$ cat src/rtl/gpio_arb_pkg.sv
// gpio_arb_pkg: shared types, bounds and helpers for the GPIO register-port arbiter
package gpio_arb_pkg;

    typedef enum logic [1:0] {
        IDLE,
        ISSUE,
        WAIT,
        DONE
    } arb_state_t;

    localparam int NUM_REQ_MIN = 2;
    localparam int NUM_REQ_MAX = 8;
    localparam int RD_LAT_MIN  = 1;
    localparam int RD_LAT_MAX  = 4;

    // Counter holds RD_LAT-1, so it only has to reach RD_LAT_MAX-1
    localparam int CNT_W = $clog2(RD_LAT_MAX);

    // Wrap a requester index back into 0..n-1 with an explicit compare
    function automatic int rr_wrap(input int v, input int n);
        return (v >= n) ? v - n : v;
    endfunction

endpackage

$ cat src/rtl/gpio_rr_picker.sv
// gpio_rr_picker: combinational round-robin choice of the first request at or after the pointer
module gpio_rr_picker
    import gpio_arb_pkg::*;
#(
    parameter int NUM_REQ = 2,
    parameter int IDX_W   = $clog2(NUM_REQ)
) (
    input  logic [NUM_REQ-1:0] req,
    input  logic [IDX_W-1:0]   ptr,
    output logic [NUM_REQ-1:0] gnt,
    output logic [IDX_W-1:0]   idx,
    output logic               any
);

    // Scan from the pointer upward, wrapping, and keep the first hit
    always_comb begin
        any = 1'b0;
        idx = '0;
        for (int k = 0; k < NUM_REQ; k++) begin
            if (!any && req[rr_wrap(int'(ptr) + k, NUM_REQ)]) begin
                any = 1'b1;
                idx = IDX_W'(rr_wrap(int'(ptr) + k, NUM_REQ));
            end
        end
    end

    assign gnt = any ? (NUM_REQ'(1) << idx) : '0;

endmodule

$ cat src/rtl/gpio_bus_arbiter.sv
// gpio_bus_arbiter: round-robin sharing of the GPIO slave register port, one transaction at a time
module gpio_bus_arbiter
    import gpio_arb_pkg::*;
#(
    parameter int NUM_REQ = 2,
    parameter int ADDR_W  = 32,
    parameter int DATA_W  = 32,
    parameter int RD_LAT  = 1
) (
    input  logic                      i_Clk,
    input  logic                      i_Rst,
    input  logic [NUM_REQ-1:0]        i_Req,
    input  logic [NUM_REQ-1:0]        i_ReqWr,
    input  logic [NUM_REQ*ADDR_W-1:0] i_ReqAddr,
    input  logic [NUM_REQ*DATA_W-1:0] i_ReqWData,
    output logic [NUM_REQ-1:0]        o_Gnt,
    output logic [NUM_REQ-1:0]        o_Done,
    output logic [DATA_W-1:0]         o_RData,
    output logic                      o_Err,
    output logic                      o_Busy,
    output logic                      o_WEnable,
    output logic [ADDR_W-1:0]         o_WAddr,
    output logic [DATA_W-1:0]         o_WData,
    output logic                      o_REnable,
    output logic [ADDR_W-1:0]         o_RAddr,
    input  logic [DATA_W-1:0]         i_RData,
    input  logic                      i_Err
);

    localparam int IDX_W = $clog2(NUM_REQ);

    arb_state_t         state, state_n;
    logic [IDX_W-1:0]   ptr;
    logic [IDX_W-1:0]   idx_q;
    logic               wr_q;
    logic [CNT_W-1:0]   cnt;
    logic [DATA_W-1:0]  rdata_q;
    logic               err_q;
    logic [NUM_REQ-1:0] pick_gnt;
    logic [IDX_W-1:0]   pick_idx;
    logic               pick_any;
    logic               take;

    gpio_rr_picker #(
        .NUM_REQ (NUM_REQ),
        .IDX_W   (IDX_W)
    ) u_picker (
        .req (i_Req),
        .ptr (ptr),
        .gnt (pick_gnt),
        .idx (pick_idx),
        .any (pick_any)
    );

    assign take = (state == IDLE) && pick_any;

    // Next state: requests only matter in IDLE, a read waits out the slave latency
    always_comb begin
        state_n = state;
        case (state)
            IDLE:    state_n = pick_any ? ISSUE : IDLE;
            ISSUE:   state_n = wr_q ? DONE : WAIT;
            WAIT:    state_n = (cnt == '0) ? DONE : WAIT;
            DONE:    state_n = IDLE;
            default: state_n = IDLE;
        endcase
    end

    // State and round-robin pointer; the pointer moves only when a transaction completes
    always_ff @(posedge i_Clk) begin
        if (i_Rst) begin
            state <= IDLE;
            ptr   <= '0;
        end else begin
            state <= state_n;
            if (state == DONE)
                ptr <= (idx_q == IDX_W'(NUM_REQ - 1)) ? '0 : idx_q + 1'b1;
        end
    end

    // Capture the winner's request and the slave response; bus address/data hold between transactions
    always_ff @(posedge i_Clk) begin
        if (i_Rst) begin
            idx_q   <= '0;
            wr_q    <= 1'b0;
            cnt     <= '0;
            rdata_q <= '0;
            err_q   <= 1'b0;
            o_WAddr <= '0;
            o_WData <= '0;
            o_RAddr <= '0;
        end else begin
            if (take) begin
                idx_q <= pick_idx;
                wr_q  <= i_ReqWr[pick_idx];
                if (i_ReqWr[pick_idx]) begin
                    o_WAddr <= i_ReqAddr[int'(pick_idx)*ADDR_W +: ADDR_W];
                    o_WData <= i_ReqWData[int'(pick_idx)*DATA_W +: DATA_W];
                end else begin
                    o_RAddr <= i_ReqAddr[int'(pick_idx)*ADDR_W +: ADDR_W];
                end
            end
            if (state == ISSUE) begin
                cnt     <= CNT_W'(RD_LAT - 1);
                err_q   <= i_Err;
                rdata_q <= '0;
            end
            if (state == WAIT) begin
                cnt <= cnt - 1'b1;
                if (cnt == '0) begin
                    rdata_q <= i_RData;
                    err_q   <= i_Err;
                end
            end
        end
    end

    assign o_Gnt     = (take && !i_Rst) ? pick_gnt : '0;
    assign o_WEnable = (state == ISSUE) && wr_q;
    assign o_REnable = (state == ISSUE) && !wr_q;
    assign o_Done    = (state == DONE) ? (NUM_REQ'(1) << idx_q) : '0;
    assign o_RData   = (state == DONE && !wr_q) ? rdata_q : '0;
    assign o_Err     = (state == DONE) && err_q;
    assign o_Busy    = (state != IDLE);

endmodule

$ cat config.mk
export PLATFORM = sky130hd
export DESIGN_NAME = gpio_bus_arbiter
export DESIGN_NICKNAME = d
export VERILOG_FILES = /design/src/rtl/gpio_arb_pkg.sv /design/src/rtl/gpio_rr_picker.sv /design/src/rtl/gpio_bus_arbiter.sv
export SDC_FILE = /design/constraint.sdc
export NUM_CORES = 1
export LEC_CHECK = 0
export ABC_AREA = 1
export BUFFER_PORTS_ARGS = -buffer_cell sky130_fd_sc_hd__buf_2
export CAP_MARGIN = 20
export CORE_MARGIN = 2
export CORE_UTILIZATION = 52
export CTS_CLUSTER_SIZE = 25
export DETAILED_ROUTE_END_ITERATION = 12
export PLACE_DENSITY = 0.92
export SLEW_MARGIN = 40
export SYNTH_ARGS = -nofsm -noshare
export SYNTH_HDL_FRONTEND = slang
export SYNTH_HIERARCHICAL = 1
export SYNTH_SLANG_ARGS = --single-unit
$ cat constraint.sdc
create_clock -name i_Clk -period 3.2 [get_ports i_Clk]
set_clock_uncertainty 0.1 [all_clocks]
set_input_delay 0.32 -clock i_Clk [delete_from_list [all_inputs] [get_ports i_Clk]]
set_output_delay 0.32 -clock i_Clk [all_outputs]
set_load 0.005 [all_outputs]
[After elaboration in Yosys (flattened, before gate mapping)]
Index checks and enable logic that the tools add are counted.
Storage, ports and cells
  bits in registers: 136
  logic and storage cells: 75
  bits of input ports: 167
  output and inout bits: 136
Cells by class
  add/subtract/negate cells: 5
  bitwise operators: 1
  shift-type cells: 4
  equality and inequality tests: 3
  muxes and demuxes: 31
  $lt $le $gt $ge: 5
  reduce and logical (&&, ||, !) cells: 16
Operators by type and width (count)
  $mux W32: 6
  $shiftx A64 B7 Y32: 2
  $lt A32 B3 Y1 const B: 2
  $ge A32 B3 Y1 const B: 1
  $sub A32 B3 Y32 const B: 1
  $mux W1: 19
  $mux W2: 5
  $pmux W2 S4: 1
  $logic_and A1 B1 Y1: 7
  $eq A2 B2 Y1 const B: 2
  $logic_not A2 Y1: 2
  $reduce_and A2 Y1: 2
  $reduce_bool A2 Y1: 2
  $shl A1 B1 Y2 const A: 2
  $logic_not A1 Y1: 3
  $sub A1 B2 Y3 const B: 1
  $add A1 B1 Y2 const B: 1
  $eq A2 B1 Y1 const B: 1
  $ge A1 B2 Y1 const B: 1
  $lt A1 B2 Y1 const B: 1
  $sub A2 B1 Y2 const B: 1
  $add A1 B1 Y1 const B: 1
  $not A1 Y1: 1

[Depth between registers and ports, before layout]
Gate-level depths: netlist of run 1.
  depth in word-level cells: 13
  mapped depth: 11
  mapped depth without buffers: 9

[Hierarchy]
Netlist of run 1, hierarchy kept.
Modules (own cells, without submodules)
  gpio_bus_arbiter: seq. area each 2722.6 µm², area each 6930.4 µm², cells each 1162, instances 1
  gpio_rr_picker: seq. area each 0.0 µm², area each 30.0 µm², cells each 7, instances 1

[Worst setup path after synthesis of run 1]
Ideal clock, no wire load.
  path type: register to output
  start: register state[0]
  end: output o_RData[10]
  stages on the path, launching flop included: 7
  required time: 2780 ps
  path slack: 1523 ps
  buffers on the path: 2
  data arrival time: 1257 ps
  cell sequence: dfxtp_1 -> ha_1 -> inv_1 -> or2_2 -> clkbuf_1 -> buf_2 -> nor2_1
Between the ends
  cells in the longest elaborated chain, start to end: 3
RTL lines
  start, declared: line gpio_bus_arbiter.sv:32  | arb_state_t state, state_n;
  start signal, assigned: line gpio_bus_arbiter.sv:75  | state <= state_n;
  $eq A2 B2 Y1: line gpio_bus_arbiter.sv:122  | assign o_RData = (state == DONE && !wr_q) ? rdata_q : '0;
  $logic_and A1 B1 Y1: line gpio_bus_arbiter.sv:122
  $mux W32: line gpio_bus_arbiter.sv:122
  end, declared: line gpio_bus_arbiter.sv:18  | output logic [DATA_W-1:0] o_RData,
Every way passes these cells.

[Worst setup path in the final report of run 1]
  start: register state[0]
  end: output o_RData[12]
Same word-level chain as after synthesis.

==> results of run 1 <==
-- registers in the layout, summed over array words and instances, names as in the netlist --
signal,cells
err_q,1
o_WData,32
state,2
rdata_q,32
wr_q,1
cnt,2
ptr,1
idx_q,1
o_WAddr,32
o_RAddr,32
-- kinds of logic after synthesis --
kind of cell,count (synthesis),share of synthesized area
compound gates,77,0.0559
fa+ha+maj,7,0.0126
buf+inv,282,0.165
flops,136,0.391
simple gates,667,0.375
-- area by class of cell --
cell class | instances | share of cell area
clock buffer | 22 | 0.0512
sequential | 136 | 0.300
timing repair buffer | 313 | 0.177
antenna | 1 | 0.000276
tap | 176 | 0.0243
multi-input combinational | 751 | 0.342
inverter | 214 | 0.0888
clock inverter | 9 | 0.0163
-- where the power goes --
part,switching [uW],internal (uW),total (uW)
registers,252,2160,2410
clock network,695,1330,2030
logic,1440,848,2290
-- worst max-delay path, cell delays in order (launching register included) --
cell     delay (ns)
dfxtp_1        0.38
ha_1           0.23
inv_1          0.06
or2_2          0.52
nor2_1         0.21
buf_2          0.14
-- through the flow --
stage / instances / util / total power [uW] / worst slack [ns]
2_1_floorplan: 1169 / - / 3950 / 1.52
3_3_place_gp: 1590 / 0.644 / 4610 / 0.937
3_5_place_dp: 1590 / 0.644 / 4680 / 0.876
4_1_cts: 1621 / 0.690 / 6750 / 0.793
5_1_grt: 1622 / 0.690 / 7210 / 0.644
6_report: 1622 / 0.690 / 6730 / 0.815
-- routing by layer --
| metal | up-vias | routed length [um] |
|---|---|---|
| li1 | 3932 | - |
| met1 | 3324 | 7800 |
| met2 | 345 | 9470 |
| met3 | 58 | 1880 |
| met4 | 2 | 653 |
| met5 | - | 8 |
-- placed cells by master, fill, tap and decap left out, drive strengths merged, types with 2 or more instances in the layout --
cell type / instances
a21oi: 40
nor2: 229
nand3: 64
nand2: 368
dfxtp: 136
bufinv: 4
ha: 7
nor3: 2
inv: 214
buf: 313
o21ai: 35
clkinv: 4
nor3b: 2
clkbuf: 22
-- worst max-delay path by stage --
stage,endpoint,slack (ns),cells after the start
after floorplan,o_RData[10],1.52,6
after global placement,o_RAddr[21]$_SDFFE_PP0P_,0.94,10
after detailed placement,o_RAddr[17]$_SDFFE_PP0P_,0.88,10
after CTS,o_RData[12],0.79,5
after global routing,o_WData[23]$_SDFFE_PP0P_,0.64,10
final,o_RData[12],0.81,5
==> flow_metrics.env, run 1 <==
export IMPL_pin_count=303
export IMPL_placed_cell_area_um2=8450
export IMPL_r2r_slack_ns=0.85
export IMPL_status="complete, no violations"
export IMPL_crit_required_ns=2.78
export IMPL_dieWidth_um=120
export IMPL_cts_repair_resized=0
export IMPL_ff_latch_area_um2=2720
export IMPL_firstDrtPassIters=5
export IMPL_grtUsageTotal=0.275
export IMPL_vias_per_cell=4.72
export IMPL_ant_nets=0
export IMPL_r2r_end="o_WData[23]$_SDFFE_PP0P_"
export IMPL_fin_nets=1607
export IMPL_min_to="rdata_q[7]$_SDFF_PP0_"
export IMPL_start_util=0.530
export IMPL_clock_latency_ns=0.41
export IMPL_avgSynthCellArea_um2=5.95
export IMPL_grt_overflow=0
export IMPL_start_kind="flip-flop"
export IMPL_clock_root_buffer="clkbuf_16"
export IMPL_slew_headroom=0.540
export IMPL_synth_yosys_seq_area_share=0.391
export IMPL_die_h_um=120
export IMPL_cts_setup_buffers=0
export IMPL_rsz0062_at_grt="false"
export IMPL_cts_tree="built"
export IMPL_arrival_ns=1.97
export IMPL_max_freq_ghz=0.419
export IMPL_grt_util_met2=0.473
export IMPL_vias=7661
export IMPL_hold_ws_ns=0.0736
export IMPL_worst_pin_slew_ns=0.690
export IMPL_synth_seq_cells=136
export IMPL_met1_usage=0.314
export IMPL_gp_congestion=0.874
export IMPL_synth_async_reset_ratio=0
export IMPL_leakage_uw=0.00539
export IMPL_drtIter0Drc=476
export IMPL_wl_per_cell_um=12.2
export IMPL_worst_setup_path_end_kind="output pin"
export IMPL_clock_sinks=136
export IMPL_dieArea_um2=14300
export IMPL_path_clk_slew_ns=0.06
export IMPL_core_area_um2=13100
export IMPL_setup_violations=0
export IMPL_r2r_start="ptr$_SDFFE_PP0N_"
export IMPL_synth_nets=1343
export IMPL_worstSetupPathType="flip-flop to output pin"
export IMPL_max_cap_violations=0
export IMPL_gr_usage_met3=0.0794
export IMPL_cts_inserted_buffers=17
export IMPL_post_route_period_util=0.745
export IMPL_area_growth_pct=30.3
export IMPL_dpl_hpwl_um=13500
export IMPL_hp_class="input pin to flip-flop"
export IMPL_fill_cells=1121
export IMPL_ys_flop_type="dfxtp_1"
export IMPL_fp_row_count=42
export IMPL_slew_viol_final=0
export IMPL_synth_cell_types=23
export IMPL_synth_edf_count=0
export IMPL_hold_depth=3
export IMPL_synthCells=1169
export IMPL_drive_gt1_frac=0.244
export IMPL_grt_pass1_wl_um=31800
export IMPL_finalSetupTns_ns=0
export IMPL_crit_start="state[0]$_SDFF_PP0_"
export IMPL_ir_worst_vdd_mv=0.469
export IMPL_multiInputGateArea_um2=3100
export IMPL_reg2reg_depth=10
export IMPL_final_hold_viol_count=0
export IMPL_cellPowerDensity_nw_per_um2=742
export IMPL_ys_top_cells_by_area="dfxtp_1 (39%), nand2_1 (20%), nor2_1 (12%)"
export IMPL_io_buffer_count=302
export IMPL_yosys_cell_count_top_type="nand2_1"
export IMPL_busiest_layer="met2"
export IMPL_hold_buffers=0
export IMPL_antenna_found_initial=2
export IMPL_synth_top_area_frac=0.391
export IMPL_drc=0
export IMPL_clockBufferDepth=2
export IMPL_min_from="i_RData[7]"
export IMPL_crit_fanout=32
export IMPL_wirelength_um=19800
export IMPL_synth_area_leader_cell="dfxtp_1"
export IMPL_post_route_cell_area_um2=9070
export IMPL_synth_area_um2=6960
export IMPL_yosys_warnings=6
export IMPL_synthTopCellsByCount="nand2_1 (365), nor2_1 (228), inv_1 (212)"
export IMPL_htreeDepth=4
export IMPL_min_period_ns=2.39
export IMPL_grt_max_degree=68
export IMPL_grt_pass1_vias=7010
Note: power is estimated with default switching activity, not from simulation.
==> run 2, diff against run 1 <==
ABC_AREA = 0   (was 1)
CORE_UTILIZATION = 43   (was 52)
PLACE_DENSITY = 0.82   (was 0.92)
clock period = 2.1 ns   (was 3.2 ns; I/O delays follow)
==> run 2 against run 1 <==
  * Cell area up 2.4%
  * Power increased by 35%
  * Die area is 16% higher
  * Synthesized area shrank 3.9%
  * Clock power grew 61%
  * Combinational power up 14%
  * First-iteration DRC count is 29% lower
  * Global-route usage fell by 4.7 points
  * Sequential share of layout area is 0.69 points lower
==> flow_metrics.env, run 2 <==
export IMPL_wl_per_cell_um=16.9
export IMPL_yosys_warnings=6
export IMPL_synth_area_leader_cell="dfxtp_1"
export IMPL_min_to="o_WData[17]$_SDFFE_PP0P_"
export IMPL_clockBufferDepth=2
export IMPL_path_clk_slew_ns=0.06
export IMPL_clkPwrFrac=0.359
export IMPL_dieWidth_um=129
export IMPL_die_h_um=129
export IMPL_vias_per_cell=5.25
export IMPL_slew_viol_final=0
export IMPL_cellPowerDensity_nw_per_um2=980
export IMPL_grt_overflow=0
export IMPL_worstSetupPathType="flip-flop to output pin"
export IMPL_synth_area_um2=6690
export IMPL_ant_nets=0
export IMPL_synth_edf_count=0
export IMPL_cts_setup_buffers=0
export IMPL_grtUsageTotal=0.227
export IMPL_critPathMaxStageDelay_ns=0.37
export IMPL_ir_worst_vdd_mv=0.562
export IMPL_combPwrFrac=0.287
export IMPL_r2r_slack_ns=0.16
export IMPL_stdcell_count=1155
export IMPL_worst_pin_slew_ns=0.540
export IMPL_synth_async_reset_ratio=0
export IMPL_antenna_found_initial=1
export IMPL_hp_class="input pin to flip-flop"
export IMPL_path_cells="ha_2 -> nor2b_4 -> buf_6 -> and2_1 -> buf_2"
export IMPL_r2r_start="ptr$_SDFFE_PP0N_"
export IMPL_fin_nets=1127
export IMPL_max_freq_ghz=0.500
export IMPL_grt_pass1_vias=5927
export IMPL_crit_required_ns=1.79
export IMPL_p_int_uw=6310
export IMPL_htreeDepth=4
export IMPL_cts_inserted_buffers=17
export IMPL_crit_fanout=16
export IMPL_grt_pass1_wl_um=29400
export IMPL_synth_nets=813
export IMPL_yosys_cell_count_top_type="dfxtp_1"
export IMPL_dpl_hpwl_um=13100
export IMPL_pwr_share_seq=0.354
export IMPL_netSwitchingFraction=0.306
export IMPL_setup_violations=0
export IMPL_synth_yosys_seq_area_share=0.407
export IMPL_hold_ws_ns=0.0310
export IMPL_synth_simple_area_share=0.108
export IMPL_layout_commonest_cell="buf_2"
export IMPL_vias=6068
export IMPL_clock_root_buffer="clkbuf_16"
export IMPL_worst_setup_path_end_kind="output pin"
export IMPL_status="complete, no violations"
export IMPL_leakage_uw=0.00398
export IMPL_start_kind="flip-flop"
export IMPL_synth_top_family_by_area="compound AO/OA/AOI/OAI gates"
export IMPL_post_place_ws_ns=0.137
export IMPL_synth_top_area_frac=0.407
export IMPL_firstDrtPassIters=4
export IMPL_drive_gt1_frac=0.511
export IMPL_finalPower_uw=9100
export IMPL_slew_headroom=0.639
export IMPL_p_switching_uw=2790
export IMPL_max_cap_violations=0
export IMPL_avgSynthCellArea_um2=10.5
export IMPL_reg2reg_depth=6
export IMPL_post_route_period_util=0.951
export IMPL_synthAdderAreaFrac=0.0131
export IMPL_dieArea_um2=16600
export IMPL_cts_tree="built"
export IMPL_synth_xor_area_frac=0
export IMPL_drc=0
export IMPL_final_hold_viol_count=0
export IMPL_setup_ws_ns=0.102
export IMPL_arrival_ns=1.69
export IMPL_drtIter0Drc=338
export IMPL_ys_top_cells_by_area="dfxtp_1 (41%), a211oi_2 (12%), mux2i_1 (9.6%)"
export IMPL_wirelength_um=19500
export IMPL_post_place_cells=1088
export IMPL_gp_congestion=0.839
export IMPL_r2r_end="o_RAddr[18]$_SDFFE_PP0P_"
export IMPL_io_buffer_count=302
export IMPL_synth_mux_area_frac=0.101
export IMPL_crit_slowest_cell="dfxtp_1"
export IMPL_ys_flop_type="dfxtp_1"
export IMPL_hold_depth=3
export IMPL_final_cell_mix="buf_2 (301), dfxtp_1 (135), a21oi_1 (72)"
export IMPL_synth_compound_area_frac=0.294
export IMPL_start_util=0.440
export IMPL_fp_row_count=45
export IMPL_synthCells=639
export IMPL_clock_latency_ns=0.41
export IMPL_synth_seq_cells=136
export IMPL_pin_count=303
export IMPL_min_period_ns=2.00
export IMPL_min_from="i_ReqWData[17]"
export IMPL_clock_sinks=136
export IMPL_area_growth_pct=38.9
export IMPL_post_route_util=0.611
export IMPL_grt_max_degree=52
export IMPL_synthTopCellsByCount="dfxtp_1 (136), a21oi_1 (72), mux2i_1 (64)"
export IMPL_core_area_um2=15200
export IMPL_synth_cell_types=34
run 2: cell count changes after synthesis, moves of 32 or more:
cell / change
mux2i_1: +64
a211oi_2: +62
nor2_1: -227
nand3_1: -63
a21oi_1: +32
a211oi_1: +33
nand2_1: -327
o21ai_0: -33
a21oi_2: +60
nand3b_1: +32
inv_1: -206
and2_1: +37
run 2: worst max-delay path: cells and delay by family, from the launching register on:
family        cells  cell delay, ns
buf+inv           2            0.32
fa+ha+maj         1            0.23
simple gates      2            0.36
flops             1            0.37
run 2: through the flow:
step	instance area (um2)	TNS, ns
floorplan	6690	0
global placement	8270	0
detailed placement	8270	0
CTS	9250	0
global route	9290	-0.00498
finish	9290	0
run 2: area by class of cell:
class | count | area, um2
diodes | 1 | 2.50
clock buffers | 21 | 450
clock inverters | 11 | 195
fillers | 1236 | 5920
inverters | 6 | 22.5
multi-input cells | 431 | 3490
flip-flops and latches | 136 | 2720
well taps | 188 | 235
repair buffers | 361 | 2160
run 2: cells by family after synthesis:
kind of cell,Yosys count
adder cells (fa/ha/maj),7
multiplexers,66
AO/OA/AOI/OAI,235
buffers and inverters,72
flip-flops,136
AND/OR/NAND/NOR,123
run 2: how the worst max path moves through the flow:
stage          cells after the start                start                  endpoint
6_report                           5  state[1]$_SDFF_PP0_               o_RData[26]
5_1_grt                            5  state[1]$_SDFF_PP0_               o_RData[26]
4_1_cts                            6  state[1]$_SDFF_PP0_                  o_Gnt[1]
3_5_place_dp                       6     ptr$_SDFFE_PP0N_  o_RAddr[17]$_SDFFE_PP0P_
3_3_place_gp                       6     ptr$_SDFFE_PP0N_  o_WAddr[29]$_SDFFE_PP0P_
2_1_floorplan                      8     ptr$_SDFFE_PP0N_  o_WAddr[10]$_SDFFE_PP0P_
run 2: timing repair:
item | CTS | global route
hold buffers | 33 | 0
gates resized for setup | 1 | 12
endpoints found under the setup margin | 2 | 34
endpoints found under the hold margin | 33 | 0
gates cloned | 0 | 1
run 2: power groups by stage:
stage | sequential, uW | combinational, uW | clock [uW]
floorplan | 3260 | 1670 | 0
global placement | 3240 | 2490 | 0
detailed placement | 3250 | 2550 | 0
CTS | 3210 | 2600 | 3300
global route | 3260 | 2850 | 3440
finish | 3220 | 2610 | 3270
run 2: metal layers:
| layer | global-route usage | part of all wire | vias to the layer above |
|---|---|---|---|
| li1 | - | - | 2945 |
| met5 | 0 | 0 | - |
| met1 | 0.254 | 0.40 | 2836 |
| met2 | 0.400 | 0.50 | 238 |
| met4 | 0.0991 | 0.031 | 0 |
| met3 | 0.0694 | 0.062 | 49 |
